===== config.mk =====
export PLATFORM = sky130hd
export DESIGN_NAME = i2c_req_arbiter
export DESIGN_NICKNAME = d
export VERILOG_FILES = /design/src/rtl/i2c_req_arbiter.sv
export SDC_FILE = /design/constraint.sdc
export NUM_CORES = 1
export LEC_CHECK = 0
export CAP_MARGIN = 20
export CORE_MARGIN = 5
export CORE_UTILIZATION = 57
export CTS_CLUSTER_DIAMETER = 30
export DETAILED_ROUTE_END_ITERATION = 7
export DONT_BUFFER_PORTS = 1
export PLACE_DENSITY = 0.74
export SLEW_MARGIN = 0
export SYNTH_ARGS = -nofsm -noshare
export SYNTH_HDL_FRONTEND = slang
export SYNTH_SLANG_ARGS = --single-unit

===== constraint.sdc =====
create_clock -name clk -period 2.8 [get_ports clk]
set_input_delay 0.56 -clock clk [delete_from_list [all_inputs] [get_ports clk]]
set_output_delay 0.56 -clock clk [all_outputs]
set_load 0.05 [all_outputs]

===== src/rtl/i2c_req_arbiter.sv =====
// Round-robin arbiter that shares one I2C master command port between NREQ
// requesters, tracks the master's busy/done handshake and returns the response.
module i2c_req_arbiter #(
  parameter int NREQ        = 4,
  parameter int TIMEOUT_CYC = 200000,
  parameter int ISSUE_MAX   = 16,
  parameter int PTR_W       = 3
) (
  input  logic              clk,
  input  logic              rst,
  input  logic [NREQ-1:0]   req,
  input  logic [NREQ-1:0]   req_op,
  input  logic [7*NREQ-1:0] req_addr,
  input  logic [8*NREQ-1:0] req_din,
  output logic [NREQ-1:0]   gnt,
  output logic [NREQ-1:0]   rsp_valid,
  output logic [7:0]        rsp_dout,
  output logic              rsp_err,
  output logic              rsp_timeout,
  output logic              m_newd,
  output logic              m_op,
  output logic [6:0]        m_addr,
  output logic [7:0]        m_din,
  input  logic [7:0]        m_dout,
  input  logic              m_busy,
  input  logic              m_ack_err,
  input  logic              m_done
);

  // Handshake: a requester holds req and its command until gnt rises; rsp_valid
  // is a one-cycle pulse with no back-pressure. Toward the master, m_newd is held
  // until m_busy is sampled high and completion is the rising edge of m_done.

  localparam int CNT_MAX = (TIMEOUT_CYC > ISSUE_MAX) ? TIMEOUT_CYC : ISSUE_MAX;
  localparam int CNT_W   = $clog2(CNT_MAX + 1);

  typedef enum logic [1:0] {IDLE, ISSUE, WAIT_DONE, RESP} state_t;

  state_t           state;
  logic [PTR_W-1:0] ptr;
  logic [PTR_W-1:0] win_q;
  logic [CNT_W-1:0] cnt;
  logic             done_d;
  logic             done_rise;

  logic [NREQ-1:0]  rot;
  logic [PTR_W-1:0] off;
  logic [PTR_W:0]   sum;
  logic             pick_found;
  logic [PTR_W-1:0] pick_idx;
  logic             pick_op;
  logic [6:0]       pick_addr;
  logic [7:0]       pick_din;

  assign done_rise = m_done & ~done_d;

  // Rotate the request vector so the pointer lands on bit 0, take the lowest set
  // bit, then rotate the offset back to an absolute index.
  always_comb begin
    rot        = NREQ'({req, req} >> ptr);
    pick_found = |rot;
    off        = '0;
    for (int k = NREQ - 1; k >= 0; k--) begin
      if (rot[k]) off = PTR_W'(k);
    end
    sum = {1'b0, ptr} + {1'b0, off};
    if (sum >= (PTR_W+1)'(NREQ)) sum = sum - (PTR_W+1)'(NREQ);
    pick_idx  = sum[PTR_W-1:0];
    pick_op   = 1'b0;
    pick_addr = '0;
    pick_din  = '0;
    for (int i = 0; i < NREQ; i++) begin
      if (pick_idx == PTR_W'(i)) begin
        pick_op   = req_op[i];
        pick_addr = req_addr[7*i +: 7];
        pick_din  = req_din[8*i +: 8];
      end
    end
  end

  always_ff @(posedge clk) begin
    if (!rst) begin
      state       <= IDLE;
      ptr         <= '0;
      win_q       <= '0;
      cnt         <= '0;
      done_d      <= 1'b0;
      gnt         <= '0;
      rsp_valid   <= '0;
      rsp_dout    <= '0;
      rsp_err     <= 1'b0;
      rsp_timeout <= 1'b0;
      m_newd      <= 1'b0;
      m_op        <= 1'b0;
      m_addr      <= '0;
      m_din       <= '0;
    end else begin
      done_d <= m_done;
      case (state)
        IDLE: begin
          if (pick_found) begin
            gnt    <= NREQ'(1) << pick_idx;
            win_q  <= pick_idx;
            m_op   <= pick_op;
            m_addr <= pick_addr;
            m_din  <= pick_din;
            m_newd <= 1'b1;
            cnt    <= '0;
            state  <= ISSUE;
          end
        end
        ISSUE: begin
          cnt <= cnt + CNT_W'(1);
          if (m_busy) begin
            m_newd <= 1'b0;
            state  <= WAIT_DONE;
          end else if (cnt == CNT_W'(ISSUE_MAX - 1)) begin
            // Master never accepted the command: abort without touching the bus.
            m_newd      <= 1'b0;
            rsp_dout    <= '0;
            rsp_err     <= 1'b0;
            rsp_timeout <= 1'b1;
            rsp_valid   <= gnt;
            state       <= RESP;
          end
        end
        WAIT_DONE: begin
          cnt <= cnt + CNT_W'(1);
          if (done_rise) begin
            rsp_dout    <= m_dout;
            rsp_err     <= m_ack_err;
            rsp_timeout <= 1'b0;
            rsp_valid   <= gnt;
            state       <= RESP;
          end else if (cnt == CNT_W'(TIMEOUT_CYC - 1)) begin
            rsp_dout    <= '0;
            rsp_err     <= 1'b0;
            rsp_timeout <= 1'b1;
            rsp_valid   <= gnt;
            state       <= RESP;
          end
        end
        RESP: begin
          ptr         <= (win_q == PTR_W'(NREQ - 1)) ? '0 : win_q + PTR_W'(1);
          gnt         <= '0;
          rsp_valid   <= '0;
          rsp_timeout <= 1'b0;
          state       <= IDLE;
        end
        default: state <= IDLE;
      endcase
    end
  end

  a_gnt_onehot: assert property (@(posedge clk) disable iff (!rst) $onehot0(gnt));
  a_rsp_in_gnt: assert property (@(posedge clk) disable iff (!rst) ((rsp_valid & ~gnt) == '0));

endmodule


# Yosys cells after proc, flatten, opt, wreduce, memory -nomap -nowiden
# Cells that the tools add are included.
[word_totals]
reg_bits = 62
latch_bits = 0
ram_bits = 0
romBits = 0
inputBits = 81
out_inout_bits = 35
mem_count = 0
[op_classes]
addsub = 4
mul = 0
div = 0
magnitude_cmp = 1
eq_ne = 14
n_shift = 2
muxes = 51
n_bitwise = 2
reduce_logical = 16
[ops]
columns = ["op", "count"]
rows = [
  ["$mux W8", 8],
  ["$pmux W18 S2", 1],
  ["$mux W7", 4],
  ["$mux W4", 5],
  ["$add A18 B1 Y18 const B", 1],
  ["$eq A18 B18 Y1 const B", 1],
  ["$eq A18 B4 Y1 const B", 1],
  ["$mux W18", 1],
  ["$pmux W8 S2", 1],
  ["$mux W3", 5],
  ["$mux W1", 14],
  ["$mux W2", 6],
  ["$pmux W4 S3", 1],
  ["$eq A3 B2 Y1 const B", 3],
  ["$pmux W2 S4", 1],
  ["$pmux W4 S2", 1],
  ["$reduce_and A4 Y1", 2],
  ["$reduce_bool A2 Y1", 4],
  ["$shr A8 B3 Y4", 1],
  ["$ne A2 B2 Y1 const B", 3],
  ["$ne A3 B3 Y1 const B", 2],
  ["$reduce_and A2 Y1", 3],
  ["$reduce_and A3 Y1", 2],
  ["$add A3 B3 Y4", 1],
  ["16 further kinds", 18],
]

# Depth between registers and ports, before layout
[logic_depth]
depth_word = 13
ltp_mapped = 14
depth_no_buf = 13

# Least setup slack after synthesis
# No wires, ideal clock.
[synth_path]
path_kind = "input -> register"
start = "input req[3]"
end = "register m_din[0]"
setup_time_ns = 0.132
arrival_ns = 2.744
t_required_ns = 2.668
setup_slack_ns = -0.076
stages = 12
path_buffers = 2
cell_sequence = "buf_2 nor3_1 a21oi_1 nor2_1 a2bb2oi_1 ha_1 inv_1 fa_1 clkbuf_1 mux4_2 nand3_1 a21oi_1"
[synth_via]
elab_chain_len = 13
word_cells_on_any_way = 19
classes_between = "add/sub (2); order compare (1); eq/ne (3); shift (1); mux (9); reduce/logical (3)"
[synth_rtl]
columns = ["item", "line_no", "source"]
rows = [
  ["start, declared", "11", "input logic [NREQ-1:0] req,"],
  ["$shr A8 B3 Y4 (*)", "60", "rot = NREQ'({req, req} >> ptr);"],
  ["$mux W2", "64", "if (rot[k]) off = PTR_W'(k);"],
  ["$mux W3 (3 in series)", "64", ""],
  ["$add A3 B3 Y4", "66", "sum = {1'b0, ptr} + {1'b0, off};"],
  ["$ge A4 B3 Y1 or $sub A3 B3 Y3 (tied branches)", "67", "if (sum >= (PTR_W+1)'(NREQ)) sum = sum - (PTR_W+1)'(NREQ);"],
  ["$mux W3", "67", ""],
  ["$logic_not A3 Y1", "73", "if (pick_idx == PTR_W'(i)) begin"],
  ["$mux W8 (4 in series)", "73", ""],
  ["end signal, assigned", "106", "m_din <= pick_din;"],
  ["end, declared", "23", "output logic [7:0] m_din,"],
]
# Mark *: on every way between the ends. The rest lies on a longest branch, timed or not.
# A chain may end at the register's enable or synchronous reset.

# Final worst setup path
[layout_path]
start = "register ptr[0]"
end = "register m_din[4]"
[layout_via]
elab_chain_len = 13
word_cells_on_any_way = 19
classes_between = "add/sub (2); order compare (1); eq/ne (3); shift (1); mux (9); reduce/logical (3)"
[layout_rtl]
columns = ["item", "line_no", "source"]
rows = [
  ["start, declared", "40", "logic [PTR_W-1:0] ptr;"],
  ["start signal, assigned", "144", "ptr <= (win_q == PTR_W'(NREQ - 1)) ? '0 : win_q + PTR_W'(1);"],
  ["$shr A8 B3 Y4", "60", ""],
  ["$mux W2", "64", ""],
  ["$mux W3 (3 in series)", "64", ""],
  ["$add A3 B3 Y4", "66", ""],
  ["$ge A4 B3 Y1 or $sub A3 B3 Y3 (tied branches)", "67", ""],
  ["$mux W3", "67", ""],
  ["$logic_not A3 Y1", "73", ""],
  ["$mux W8 (4 in series)", "73", ""],
]
# Parallel ways exist; a longest one is shown, timed or not.

==> impl_results.md <==
* Relative slew margins at 55.86%
* Final period util at 91.80%
* WL final at approximately 8.3 mm
* Leak Pwr at ~1.4 nW
* Top cells by area, synth: sky130_fd_sc_hd__dfxtp_1 (35%), sky130_fd_sc_hd__mux4_2 (10%), sky130_fd_sc_hd__nand2_1 (6.8%)
* Fraction of registers with async set or reset after synthesis at 0%
* Synthesis-stage register bit count at 62
* Number of search-and-repair iterations in the first detailed-routing pass at 4
* Number of slew-limit violations in the final report at 0
* Number of design-rule violations left by the first detailed-router iteration at 164
* Average footprint of a synthesized cell at around 8.8 µm²
* CTS sink count at 62
* Post-synth net total at 496
* Clk_skew at 0.004244 ns
* Root buffer selected by CTS: sky130_fd_sc_hd__clkbuf_8
* Synthesis Warnings at 0
* Critical path class: register to register
* Overflow after GRT at 0
* Port bufs at 0
* Data arrival time at the worst-slack endpoint at 2.79 ns
* Worst-skew pair later-pin latency at 0.34 ns
* EDFF count, synth at 0
* Mapped Cells at approximately 400
* Area taken by multi-input logic gates at 2165 µm²
* Layout filler cell count at 512
* Beginning of the worst register-to-register path: ptr[0]$_SDFFE_PN0P_
* DRT antenna net count at 0
* Area share of the largest cell type after synthesis at 34.65%
* Period minus WS final at 2.570 ns
* Vias at 3043
* Setup slack of the most critical reg-to-reg path at 0.23 ns
* Number of placement rows at 28
* Commonest cells after routing, fill and taps aside: sky130_fd_sc_hd__nand2_1 (64), sky130_fd_sc_hd__dfxtp_1 (61), sky130_fd_sc_hd__a21oi_1 (44)
* Die height at ~90 µm
* Wire length of the first global-routing pass at 13.40 mm
* Vias per inst at 6.287
* Critical path endpoint category: register
* Clock slew at the register clock pins of the worst setup and hold paths at 0.07 ns
* Worst R2R End: m_din[4]$_SDFFE_PN0P_
* Internal portion of total power at 2.175 mW
* Power dissipated by switching net loads at 1.632 mW
* Starting density of the core at 59.45%
* Die outline area at 7970 µm²
* Worst Hold Path Cells at 1
* Sequential-to-total area share from yosys stat at 34.65%
* Fraction of power consumed by sequential logic at between 40 and 50%
* Ports placed on the boundary at around 120
* Setup crit start kind: register
* Most common cell after layout, fill and taps aside: sky130_fd_sc_hd__nand2_1
* Via count of the first global-routing pass at 2948
* Top cell type by total area after synthesis: sky130_fd_sc_hd__dfxtp_1
* Worst hold-check path type: input pin to register
* Total Negative Setup Slacks at 0 ns
* Mapped Area at 3582 µm²
* Final net count at 494
* Remaining DRCs at 0
* Total area of sequential cells at between 1000 and 1500 µm²
* Startpoint of the most critical hold path: rst
* Last weighted congestion value of the routability-driven placer at 0.8165
* Power, Total at 3.807 mW
* RSZ-0062 raised after global routing: no
* Number of buffers on the longest clock path at 2
* Depth of the most critical reg-to-reg path at 12
* Combinational Power Share at roughly a third
* Final number of setup-violating endpoints at 0
* Antenna fix cells at 0
* Dominant register cell in the synthesized netlist: sky130_fd_sc_hd__dfxtp_1
* Chip width at 89.28 µm
* Maximum Capacitance Violations at 0
* Distinct cell type count after synthesis at 59
* Routed length per instance at 17.22 µm
* CTS Hold Bufs at 0
* Initial antenna violation count at 0
* Cell Pwr Density at about 1000 nW/µm²
* Detail Placement HPWL at roughly 6.3 mm
* Synth-to-layout area growth at 8.802%
* Switching fraction of total power at around 43%
* Maximum number of pins on one net before global-route repair at 26
* Final Hold Fails at 0
* Layout cell share with drive strength beyond 1 at 15.89%
* Total track usage at 21.41%
* Clock tree from TritonCTS: built
* Fraction of power consumed by the clock network at 24.9%
* Data required time at the worst endpoint at 3.02 ns
* # H-tree levels at 3
* Highest clock frequency the design can meet at 389.0 MHz
* End of the worst hold path: gnt[2]$_SDFFE_PN0P_
* Core Box Area at 6026 µm²
* CTS Buf Count at 9
* Transition at the pin with the smallest max-transition slack at roughly 0.66 ns
* Worst-case vdd ir drop at 0.0006072 V
* Outcome: finished clean
* CP Max Fanout at 16
-- critical path, stage by stage (launching register included) --
cell and delay [ns]:
sky130_fd_sc_hd__dfxtp_2 0.35, sky130_fd_sc_hd__buf_4 0.15, sky130_fd_sc_hd__inv_1 0.06, sky130_fd_sc_hd__a21boi_0 0.08, sky130_fd_sc_hd__o22a_1 0.17, sky130_fd_sc_hd__a2bb2oi_1 0.15, sky130_fd_sc_hd__ha_1 0.20, sky130_fd_sc_hd__inv_1 0.06
sky130_fd_sc_hd__fa_1 0.37, sky130_fd_sc_hd__nor2b_1 0.32, sky130_fd_sc_hd__nand2_2 0.28, sky130_fd_sc_hd__nand3_1 0.17, sky130_fd_sc_hd__a21oi_1 0.08
-- power groups by stage --
stage,registers (mW),logic (mW),clock network [mW]
2_1_floorplan,1.59,1.06,0
3_3_place_gp,1.64,1.21,0
3_5_place_dp,1.64,1.23,0
4_1_cts,1.62,1.24,0.964
5_1_grt,1.64,1.39,1.01
6_report,1.62,1.24,0.947
-- flip-flops by register name, indices dropped and copies added, names as in the netlist --
register     cells
state            2
rsp_err          1
m_addr           7
m_newd           1
cnt             18
m_din            8
rsp_valid        4
m_op             1
gnt              4
rsp_timeout      1
done_d           1
win_q            3
ptr              3
rsp_dout         8
-- synthesized netlist by cell type, drive strengths merged, types with 2 or more instances --
master and count:
a211oi 4, a21o 3, a21oi 46, a31oi 5
a41o 4, and3 5, buf 15, clkbuf 11
dfxtp 62, ha 8, inv 13, mux2i 11
mux4 16, nand2 66, nand2b 3, nand3 33
nand4 4, nor2 14, nor2b 4, nor3 10
nor4 5, o211ai 2, o21ai 15, o31a 3
o31ai 9, or3 12, or4 5
-- metrics by stage --
step	utilization (%)	instances	instance area, µm²	hold WS, ns	worst slack, ns
final	64.68	484	3897	0.3379	0.2296
after global routing	64.68	484	3897	0.3220	0.004835
after CTS	64.45	484	3884	0.3242	0.06817
after detailed placement	60.51	468	3646	0.4534	0.003322
after global placement	60.51	468	3646	0.4460	0.01515
after floorplan	-	406	3585	0.4363	0.07461
-- cell type report --
type,count,share of cell area [%]
repair buffers,13,2.825
clock buffers,10,3.274
flip-flops and latches,62,31.88
well taps,75,2.408
inverters,13,1.252
clock inverters,6,2.825
multi-input cells,305,55.54
-- how the worst max path moves through the flow --
stage	from	to	slack, ns	cells after the start
floorplan	req[3]	m_din[0]$_SDFFE_PN0P_	0.07	12
CTS	ptr[0]$_SDFFE_PN0P_	m_din[4]$_SDFFE_PN0P_	0.07	12
global placement	req[2]	gnt[2]$_SDFFE_PN0P_	0.02	13
detailed placement	req[2]	m_din[4]$_SDFFE_PN0P_	0.003	12
finish	ptr[0]$_SDFFE_PN0P_	m_din[4]$_SDFFE_PN0P_	0.23	12
global route	ptr[0]$_SDFFE_PN0P_	gnt[1]$_SDFFE_PN0P_	0.005	13
-- per-layer routing --
layer / part of all wire (%) / track usage, %
met1: 40 / 25.04
met5: 0 / 0
met4: 1.6 / 8.796
met3: 8.9 / 7.834
met2: 50 / 35.50
-- logic make-up after synthesis --
kind of cell               synth area share [%]
AOI/OAI and AO/OA                         19.67
adders and majority gates                 3.353
buffers and inverters                     5.414
DFF                                       34.65
muxes                                     13.55
and+or+nand+nor                           23.37
-- repair_timing --
item | in CTS | in global routing
hold endpoints to repair | 0 | 0
gates resized for setup | 0 | 4
endpoints found under the setup margin | 0 | 20
buffers inserted | 0 | 0
Note: power is estimated with default switching activity, not from simulation.
